==> src/rtl/execute_cycle_if.sv <==
// execute_cycle_if: ID/EX inputs and EX/MEM outputs of the execute stage.
// The master side is the pipeline around EX; the slave side is the EX stage.
interface execute_cycle_if #(
    parameter int XLEN   = 32,
    parameter int REG_AW = 5
);
    // ID/EX register contents
    logic              RegwriteE;
    logic              ALUsrcE;
    logic              MemwriteE;
    logic              ResultsrcE;
    logic              BranchE;
    logic [2:0]        ALUcontrolE;
    logic [XLEN-1:0]   RD1E;
    logic [XLEN-1:0]   RD2E;
    logic [XLEN-1:0]   PCE;
    logic [XLEN-1:0]   PCplus4E;
    logic [XLEN-1:0]   ImmextE;
    logic [REG_AW-1:0] RdE;

    // Hazard unit selects and the WB forward source
    logic [1:0]        ForwardAE;
    logic [1:0]        ForwardBE;
    logic [XLEN-1:0]   ResultW;

    // Redirect back to fetch
    logic              PCSrcE;
    logic [XLEN-1:0]   PCTargetE;

    // EX/MEM register contents
    logic              RegwriteM;
    logic              MemwriteM;
    logic              ResultsrcM;
    logic [XLEN-1:0]   ALUResultM;
    logic [XLEN-1:0]   WriteDataM;
    logic [REG_AW-1:0] RdM;
    logic [XLEN-1:0]   PCplus4M;

    modport master (
        output RegwriteE, ALUsrcE, MemwriteE, ResultsrcE, BranchE, ALUcontrolE,
        output RD1E, RD2E, PCE, PCplus4E, ImmextE, RdE,
        output ForwardAE, ForwardBE, ResultW,
        input  PCSrcE, PCTargetE,
        input  RegwriteM, MemwriteM, ResultsrcM, ALUResultM, WriteDataM, RdM, PCplus4M
    );

    modport slave (
        input  RegwriteE, ALUsrcE, MemwriteE, ResultsrcE, BranchE, ALUcontrolE,
        input  RD1E, RD2E, PCE, PCplus4E, ImmextE, RdE,
        input  ForwardAE, ForwardBE, ResultW,
        output PCSrcE, PCTargetE,
        output RegwriteM, MemwriteM, ResultsrcM, ALUResultM, WriteDataM, RdM, PCplus4M
    );
endinterface

==> src/rtl/execute_cycle.sv <==
// execute_cycle: EX stage of the 5-stage RV32I pipeline.
// Forwarded operand selection, ALU, beq resolution and the EX/MEM register.
module execute_cycle #(
    parameter int XLEN   = 32,
    parameter int REG_AW = 5
) (
    input  logic              clk,
    input  logic              rst,
    execute_cycle_if.slave    bus
);
    localparam int SHAMT_W = $clog2(XLEN);

    typedef enum logic [1:0] {
        FWD_RF     = 2'b00,
        FWD_WB     = 2'b01,
        FWD_MEM    = 2'b10,
        FWD_RF_ALT = 2'b11
    } fwd_sel_e;

    typedef enum logic [2:0] {
        ALU_ADD  = 3'b000,
        ALU_SUB  = 3'b001,
        ALU_AND  = 3'b010,
        ALU_OR   = 3'b011,
        ALU_SLL  = 3'b100,
        ALU_SLT  = 3'b101,
        ALU_XOR  = 3'b110,
        ALU_ZERO = 3'b111
    } alu_op_e;

    logic [XLEN-1:0]   w_src_a;
    logic [XLEN-1:0]   w_write_data_e;
    logic [XLEN-1:0]   w_src_b;
    logic [XLEN-1:0]   w_alu_result;
    logic              w_zero;

    logic              r_regwrite_m;
    logic              r_memwrite_m;
    logic              r_resultsrc_m;
    logic [XLEN-1:0]   r_alu_result_m;
    logic [XLEN-1:0]   r_write_data_m;
    logic [REG_AW-1:0] r_rd_m;
    logic [XLEN-1:0]   r_pcplus4_m;

    // The MEM forward path reads r_alu_result_m before this edge updates it,
    // so it always carries the previous instruction's result.
    always_comb begin
        // NOTE: assign a default before the case so every path drives the
        // signal; a missing assignment in always_comb would infer a latch.
        w_src_a = bus.RD1E;
        case (fwd_sel_e'(bus.ForwardAE))
            FWD_WB:  w_src_a = bus.ResultW;
            FWD_MEM: w_src_a = r_alu_result_m;
            default: w_src_a = bus.RD1E;
        endcase
    end

    always_comb begin
        w_write_data_e = bus.RD2E;
        case (fwd_sel_e'(bus.ForwardBE))
            FWD_WB:  w_write_data_e = bus.ResultW;
            FWD_MEM: w_write_data_e = r_alu_result_m;
            default: w_write_data_e = bus.RD2E;
        endcase
    end

    assign w_src_b = bus.ALUsrcE ? bus.ImmextE : w_write_data_e;

    // add/sub wrap naturally at XLEN bits; carry and overflow are not kept.
    always_comb begin
        w_alu_result = '0;
        case (alu_op_e'(bus.ALUcontrolE))
            ALU_ADD:  w_alu_result = w_src_a + w_src_b;
            ALU_SUB:  w_alu_result = w_src_a - w_src_b;
            ALU_AND:  w_alu_result = w_src_a & w_src_b;
            ALU_OR:   w_alu_result = w_src_a | w_src_b;
            ALU_XOR:  w_alu_result = w_src_a ^ w_src_b;
            ALU_SLL:  w_alu_result = w_src_a << w_src_b[SHAMT_W-1:0];
            ALU_SLT:  w_alu_result = {{(XLEN-1){1'b0}},
                                      ($signed(w_src_a) < $signed(w_src_b))};
            default:  w_alu_result = '0;
        endcase
    end

    assign w_zero = (w_alu_result == '0);

    // Reset masks the redirect so a stale beq in EX cannot steer fetch.
    assign bus.PCSrcE    = bus.BranchE & w_zero & ~rst;
    assign bus.PCTargetE = bus.PCE + bus.ImmextE;

    // EX/MEM register: reset turns the slot into a bubble (no write, no store).
    always_ff @(posedge clk) begin
        // NOTE: sequential state uses non-blocking assignments so every
        // register samples the pre-edge values, matching real flops.
        if (rst) begin
            r_regwrite_m   <= 1'b0;
            r_memwrite_m   <= 1'b0;
            r_resultsrc_m  <= 1'b0;
            r_alu_result_m <= '0;
            r_write_data_m <= '0;
            r_rd_m         <= '0;
            r_pcplus4_m    <= '0;
        end else begin
            r_regwrite_m   <= bus.RegwriteE;
            r_memwrite_m   <= bus.MemwriteE;
            r_resultsrc_m  <= bus.ResultsrcE;
            r_alu_result_m <= w_alu_result;
            r_write_data_m <= w_write_data_e;
            r_rd_m         <= bus.RdE;
            r_pcplus4_m    <= bus.PCplus4E;
        end
    end

    assign bus.RegwriteM  = r_regwrite_m;
    assign bus.MemwriteM  = r_memwrite_m;
    assign bus.ResultsrcM = r_resultsrc_m;
    assign bus.ALUResultM = r_alu_result_m;
    assign bus.WriteDataM = r_write_data_m;
    assign bus.RdM        = r_rd_m;
    assign bus.PCplus4M   = r_pcplus4_m;
endmodule

==> src/flat_wrapper.sv <==
// flat-port wrapper written by rule: the top's interface ports become plain ports
module execute_cycle_flat 
#(
    parameter int XLEN   = 32,
    parameter int REG_AW = 5
)
  (clk, rst, bus_RegwriteE, bus_ALUsrcE, bus_MemwriteE, bus_ResultsrcE, bus_BranchE, bus_ALUcontrolE, bus_RD1E, bus_RD2E, bus_PCE, bus_PCplus4E, bus_ImmextE, bus_RdE, bus_ForwardAE, bus_ForwardBE, bus_ResultW, bus_PCSrcE, bus_PCTargetE, bus_RegwriteM, bus_MemwriteM, bus_ResultsrcM, bus_ALUResultM, bus_WriteDataM, bus_RdM, bus_PCplus4M);
  execute_cycle_if #(.XLEN(XLEN), .REG_AW(REG_AW)) bus_i ();
  input  logic clk;
  input  logic rst;
  input wire logic [$bits(bus_i.RegwriteE)-1:0] bus_RegwriteE;
  input wire logic [$bits(bus_i.ALUsrcE)-1:0] bus_ALUsrcE;
  input wire logic [$bits(bus_i.MemwriteE)-1:0] bus_MemwriteE;
  input wire logic [$bits(bus_i.ResultsrcE)-1:0] bus_ResultsrcE;
  input wire logic [$bits(bus_i.BranchE)-1:0] bus_BranchE;
  input wire logic [$bits(bus_i.ALUcontrolE)-1:0] bus_ALUcontrolE;
  input wire logic [$bits(bus_i.RD1E)-1:0] bus_RD1E;
  input wire logic [$bits(bus_i.RD2E)-1:0] bus_RD2E;
  input wire logic [$bits(bus_i.PCE)-1:0] bus_PCE;
  input wire logic [$bits(bus_i.PCplus4E)-1:0] bus_PCplus4E;
  input wire logic [$bits(bus_i.ImmextE)-1:0] bus_ImmextE;
  input wire logic [$bits(bus_i.RdE)-1:0] bus_RdE;
  input wire logic [$bits(bus_i.ForwardAE)-1:0] bus_ForwardAE;
  input wire logic [$bits(bus_i.ForwardBE)-1:0] bus_ForwardBE;
  input wire logic [$bits(bus_i.ResultW)-1:0] bus_ResultW;
  output wire logic [$bits(bus_i.PCSrcE)-1:0] bus_PCSrcE;
  output wire logic [$bits(bus_i.PCTargetE)-1:0] bus_PCTargetE;
  output wire logic [$bits(bus_i.RegwriteM)-1:0] bus_RegwriteM;
  output wire logic [$bits(bus_i.MemwriteM)-1:0] bus_MemwriteM;
  output wire logic [$bits(bus_i.ResultsrcM)-1:0] bus_ResultsrcM;
  output wire logic [$bits(bus_i.ALUResultM)-1:0] bus_ALUResultM;
  output wire logic [$bits(bus_i.WriteDataM)-1:0] bus_WriteDataM;
  output wire logic [$bits(bus_i.RdM)-1:0] bus_RdM;
  output wire logic [$bits(bus_i.PCplus4M)-1:0] bus_PCplus4M;
  assign bus_i.RegwriteE = bus_RegwriteE;
  assign bus_i.ALUsrcE = bus_ALUsrcE;
  assign bus_i.MemwriteE = bus_MemwriteE;
  assign bus_i.ResultsrcE = bus_ResultsrcE;
  assign bus_i.BranchE = bus_BranchE;
  assign bus_i.ALUcontrolE = bus_ALUcontrolE;
  assign bus_i.RD1E = bus_RD1E;
  assign bus_i.RD2E = bus_RD2E;
  assign bus_i.PCE = bus_PCE;
  assign bus_i.PCplus4E = bus_PCplus4E;
  assign bus_i.ImmextE = bus_ImmextE;
  assign bus_i.RdE = bus_RdE;
  assign bus_i.ForwardAE = bus_ForwardAE;
  assign bus_i.ForwardBE = bus_ForwardBE;
  assign bus_i.ResultW = bus_ResultW;
  assign bus_PCSrcE = bus_i.PCSrcE;
  assign bus_PCTargetE = bus_i.PCTargetE;
  assign bus_RegwriteM = bus_i.RegwriteM;
  assign bus_MemwriteM = bus_i.MemwriteM;
  assign bus_ResultsrcM = bus_i.ResultsrcM;
  assign bus_ALUResultM = bus_i.ALUResultM;
  assign bus_WriteDataM = bus_i.WriteDataM;
  assign bus_RdM = bus_i.RdM;
  assign bus_PCplus4M = bus_i.PCplus4M;
  execute_cycle #(.XLEN(XLEN), .REG_AW(REG_AW)) u_core (.clk(clk), .rst(rst), .bus(bus_i));
endmodule
==> config.mk <==
export PLATFORM = sky130hd
export DESIGN_NAME = execute_cycle_flat
export DESIGN_NICKNAME = d
export VERILOG_FILES = /design/src/rtl/execute_cycle_if.sv /design/src/rtl/execute_cycle.sv /design/src/flat_wrapper.sv
export SDC_FILE = /design/constraint.sdc
export NUM_CORES = 1
export LEC_CHECK = 0
export ABC_CLOCK_PERIOD_IN_PS = 7300
export BUFFER_PORTS_ARGS = -buffer_cell sky130_fd_sc_hd__buf_2
export CAP_MARGIN = 15
export CORE_AREA = 5 5 173 175
export DETAILED_ROUTE_END_ITERATION = 10
export DIE_AREA = 0 0 178 180
export PLACE_DENSITY = 0.78
export SLEW_MARGIN = 15
export SYNTH_ARGS = -nofsm -noshare
export SYNTH_HDL_FRONTEND = slang
export SYNTH_SLANG_ARGS = --single-unit
==> constraint.sdc <==
create_clock -name clk -period 7.3 [get_ports clk]
set_clock_uncertainty 0.2 [all_clocks]
set_input_delay 0.365 -clock clk [delete_from_list [all_inputs] [get_ports clk]]
set_output_delay 0.365 -clock clk [all_outputs]
set_load 0.01 [all_outputs]
==> flow_metrics.py <==
metrics = {
    "clock_tree": {
        "cts_made_buffers": 9,
        "cts_tree": "yes",
        "clk_latency_ns": 0.37,
        "clkTransAtPathRegs_ns": 0.08,
        "cts-htree-levels": 3,
        "clock-sinks": 104,
        "clock-root-buffer": "clkbuf_16",
        "post_cts_buffers": 0,
        "clk_path_buf_depth": 2,
    },
    "drt": {
        "vias_per_cell": 6.276,
        "drc": 0,
        "vias": 15410,
        "ant_nets": 0,
        "dr.first_iter.drc_count": 2254,
        "drt_wl_total_um": 60420,
        "wire_per_inst_um": 24.60,
        "dr.pass1.iters": 8,
    },
    "finish": {
        "nets": 2428,
        "drive_above_1_share_pct": 22.27,
        "mostFrequentLayoutCells": "buf_2 (346), nand2_1 (190), o21ai_0 (169), nor2_1 (159), ha_1 (147)",
        "fin_util_pct": 53.61,
        "final_common_cell": "buf_2",
        "fillerInstances": 2702,
        "syn2layout_area_growth_pct": 21.20,
    },
    "power": {
        "leakagePower_uw": 0.007271,
        "switching_share_pct": 47.54,
        "pwr-share-seq_pct": 22.8,
        "p_per_area_nw_per_um2": 189.6,
        "vdd_ir_drop_max_mv": 0.1199,
        "combPwrFrac_pct": 58.4,
        "p_switching_uw": 1368,
        "p_clk_share_pct": 18.8,
        "internal_power_uw": 1510,
    },
    "die": {
        "rows": 62,
        "initial_core_util_pct": 44.24,
        "die_x_um": 178,
        "ios": 348,
        "die_area_um2": 32040,
        "die_y_um": 180,
        "core-area_um2": 28310,
    },
    "sta": {
        "setup_viol": 0,
        "setup_tns_ns": 0,
        "slew_viol_final": 0,
        "finalHoldViolCount": 0,
        "relSlewSlack_pct": 18.26,
        "post-route-min-period_ns": 6.966,
        "final.period_utilization_pct": 95.43,
        "rsz0062_at_grt": "false",
        "max_freq_mhz": 143.6,
        "tightest_slew_ns": 1.213,
    },
    "global_route": {
        "grt_max_degree": 75,
        "grt-ovfl-total": 0,
        "grt_pass1_wl_um": 88620,
        "antenna_found_initial": 1,
        "grt_pass1_vias": 14650,
        "grt_usage_pct": 35.43,
    },
    "synth": {
        "yosysUniqueCellTypes": 88,
        "ys.flop_type": "dfxtp_1",
        "synthCells": 1747,
        "ys_seq_area_share_pct": 16.62,
        "yosysTopAreaCellShare_pct": 16.62,
        "synth_area_um2": 12530,
        "synth_top_cell_by_area": "dfxtp_1",
        "synth_warnings": 0,
        "async_reset_ff_share_pct": 0,
        "synth.net_count": 2110,
        "synth_edf_count": 0,
        "avgSynthCellArea_um2": 7.170,
        "synthTopCellsByArea": "dfxtp_1 (17%), ha_1 (15%), o21ai_0 (6.8%), nand2_1 (5.7%), nor2_1 (4.8%)",
        "ys_ff_latch": 104,
    },
    "placement": {
        "gp_congestion": 1.102,
        "io_buffers": 347,
        "dp_hpwl_um": 48790,
    },
    "hold_path": {
        "hold_path.class": "in -> reg",
    },
    "worst_setup_path": {
        "critPathLaunchType": "input pin",
        "worstSetupEndpointType": "primary output",
        "path_max_fanout": 15,
        "critPathArrivalTime_ns": 6.40,
        "worstSetupPathType": "in -> out",
        "reg2reg_setup_slack_ns": 2.22,
        "cp.required_ns": 6.73,
    },
    "run_status": {
        "status": "complete, no violations",
    },
    "job": {
        "cap_violations": 0,
    },
}
-- area by class of cell --
type | instances | area [um2] | area share, %
well taps | 384 | 480.5 | 3.165
repair buffers | 418 | 2302 | 15.17
diodes | 2 | 5.005 | 0.03297
clock buffers | 9 | 225.2 | 1.484
clock inverters | 7 | 100.1 | 0.6594
inverters | 112 | 420.4 | 2.769
multi-input cells | 1420 | 9565 | 63.01
flip-flops and latches | 104 | 2082 | 13.71
-- synthesized netlist by cell type (12+ instances only) --
cell      count
ha_1        149
xor2_1       18
o21ai_1      15
a221o_1      37
nor3_1       31
a21o_1       20
nand2b_1     24
o21ai_0     169
a22oi_1      43
mux2i_1      49
a31oi_1      15
o31ai_1      12
nand3_1      23
inv_1       106
buf_2        15
nor2b_1      62
nand2_1     190
a21oi_1     111
a211oi_1     24
dfxtp_1     104
o22ai_1      23
o211ai_1     15
buf_1        14
clkbuf_1     77
nor2_1      160
xnor2_1      37
-- per-stage QoR --
step | hold slack (ns) | instance area [um2] | setup slack [ns] | power, uW | std cells
after global routing | 0.002850 | 15180 | 0.04631 | 3015 | 2455
after CTS | 0.0002029 | 15170 | 0.3976 | 2816 | 2454
after global placement | 0.3714 | 14780 | 0.5838 | 2267 | 2431
after detailed placement | 0.3785 | 14780 | 0.4177 | 2275 | 2431
after floorplan | 0.2932 | 12530 | 1.521 | 1691 | 1747
final | 0.001466 | 15180 | 0.3339 | 2878 | 2456
-- power by group through the flow --
stage / combinational, uW / clock, uW / sequential, uW
final: 1680 / 542 / 656
after global routing: 1790 / 566 / 658
after global placement: 1600 / 0 / 665
after detailed placement: 1610 / 0 / 665
after floorplan: 1010 / 0 / 678
after CTS: 1620 / 542 / 652
-- repair_timing --
item	in CTS	in global routing
hold buffers	7	0
setup endpoints to repair	0	1
gates resized for setup	0	2
hold endpoints to repair	7	0
-- flip-flops by register name (all words and copies together), names as in the netlist --
register and flops:
u_core.bus.ResultsrcM 1, u_core.bus.MemwriteM 1, u_core.bus.PCplus4M 32, u_core.bus.RegwriteM 1, u_core.bus.ALUResultM 32, u_core.bus.RdM 5
u_core.bus.WriteDataM 32
-- cell families (layout without fill, tap and decap cells) --
family / count (synthesis) / in the layout / share of synthesized area [%]
muxes: 56 / 56 / 4.685
AOI/OAI and AO/OA: 600 / 600 / 31.77
and+or+nand+nor: 557 / 557 / 20.62
adders and majority gates: 152 / 152 / 15.36
buffers and inverters: 223 / 546 / 7.102
other: 0 / 2 / 0
DFF: 104 / 104 / 16.62
xor gates and xnor gates: 55 / 55 / 3.846
-- metal layers --
| layer | part of all wire, % | GRT usage [%] | up-vias |
|---|---|---|---|
| li1 | - | - | 6921 |
| met1 | 39 | 46.72 | 7184 |
| met2 | 44 | 54.27 | 1122 |
| met3 | 13 | 9.832 | 187 |
| met4 | 4.4 | 14.73 | 0 |
| met5 | 0 | 0 | - |
-- critical path, cell delays in order --
cell and delay, ns:
buf_2 0.12, inv_1 0.05, ha_1 0.43, buf_4 0.27, buf_4 0.24, a221o_1 0.17, o21ai_0 0.10, o21ai_0 0.37
ha_1 0.46, a21oi_1 0.23, o21ai_0 0.37, or3_1 0.44, o21a_1 0.25, a21oi_1 0.39, o21ai_0 0.17, o2bb2ai_1 0.16
xnor2_1 0.20, a2111oi_0 0.44, nand4_1 0.25, or4_1 0.61, nor2_1 0.14, buf_2 0.16
-- final timing paths --
| path | cells past startpoint | from | endpoint |
|---|---|---|---|
| max | 22 | bus_ForwardBE[0] | bus_PCSrcE |
| max reg2reg | 17 | u_core.bus.ALUResultM[0] | u_core.bus.ALUResultM[28] |
| min | 2 | bus_PCplus4E[12] | u_core.bus.PCplus4M[12] |
| min reg2reg | 2 | u_core.bus.ALUResultM[1] | u_core.bus.WriteDataM[1] |
Note: power is estimated with default switching activity, not from simulation.
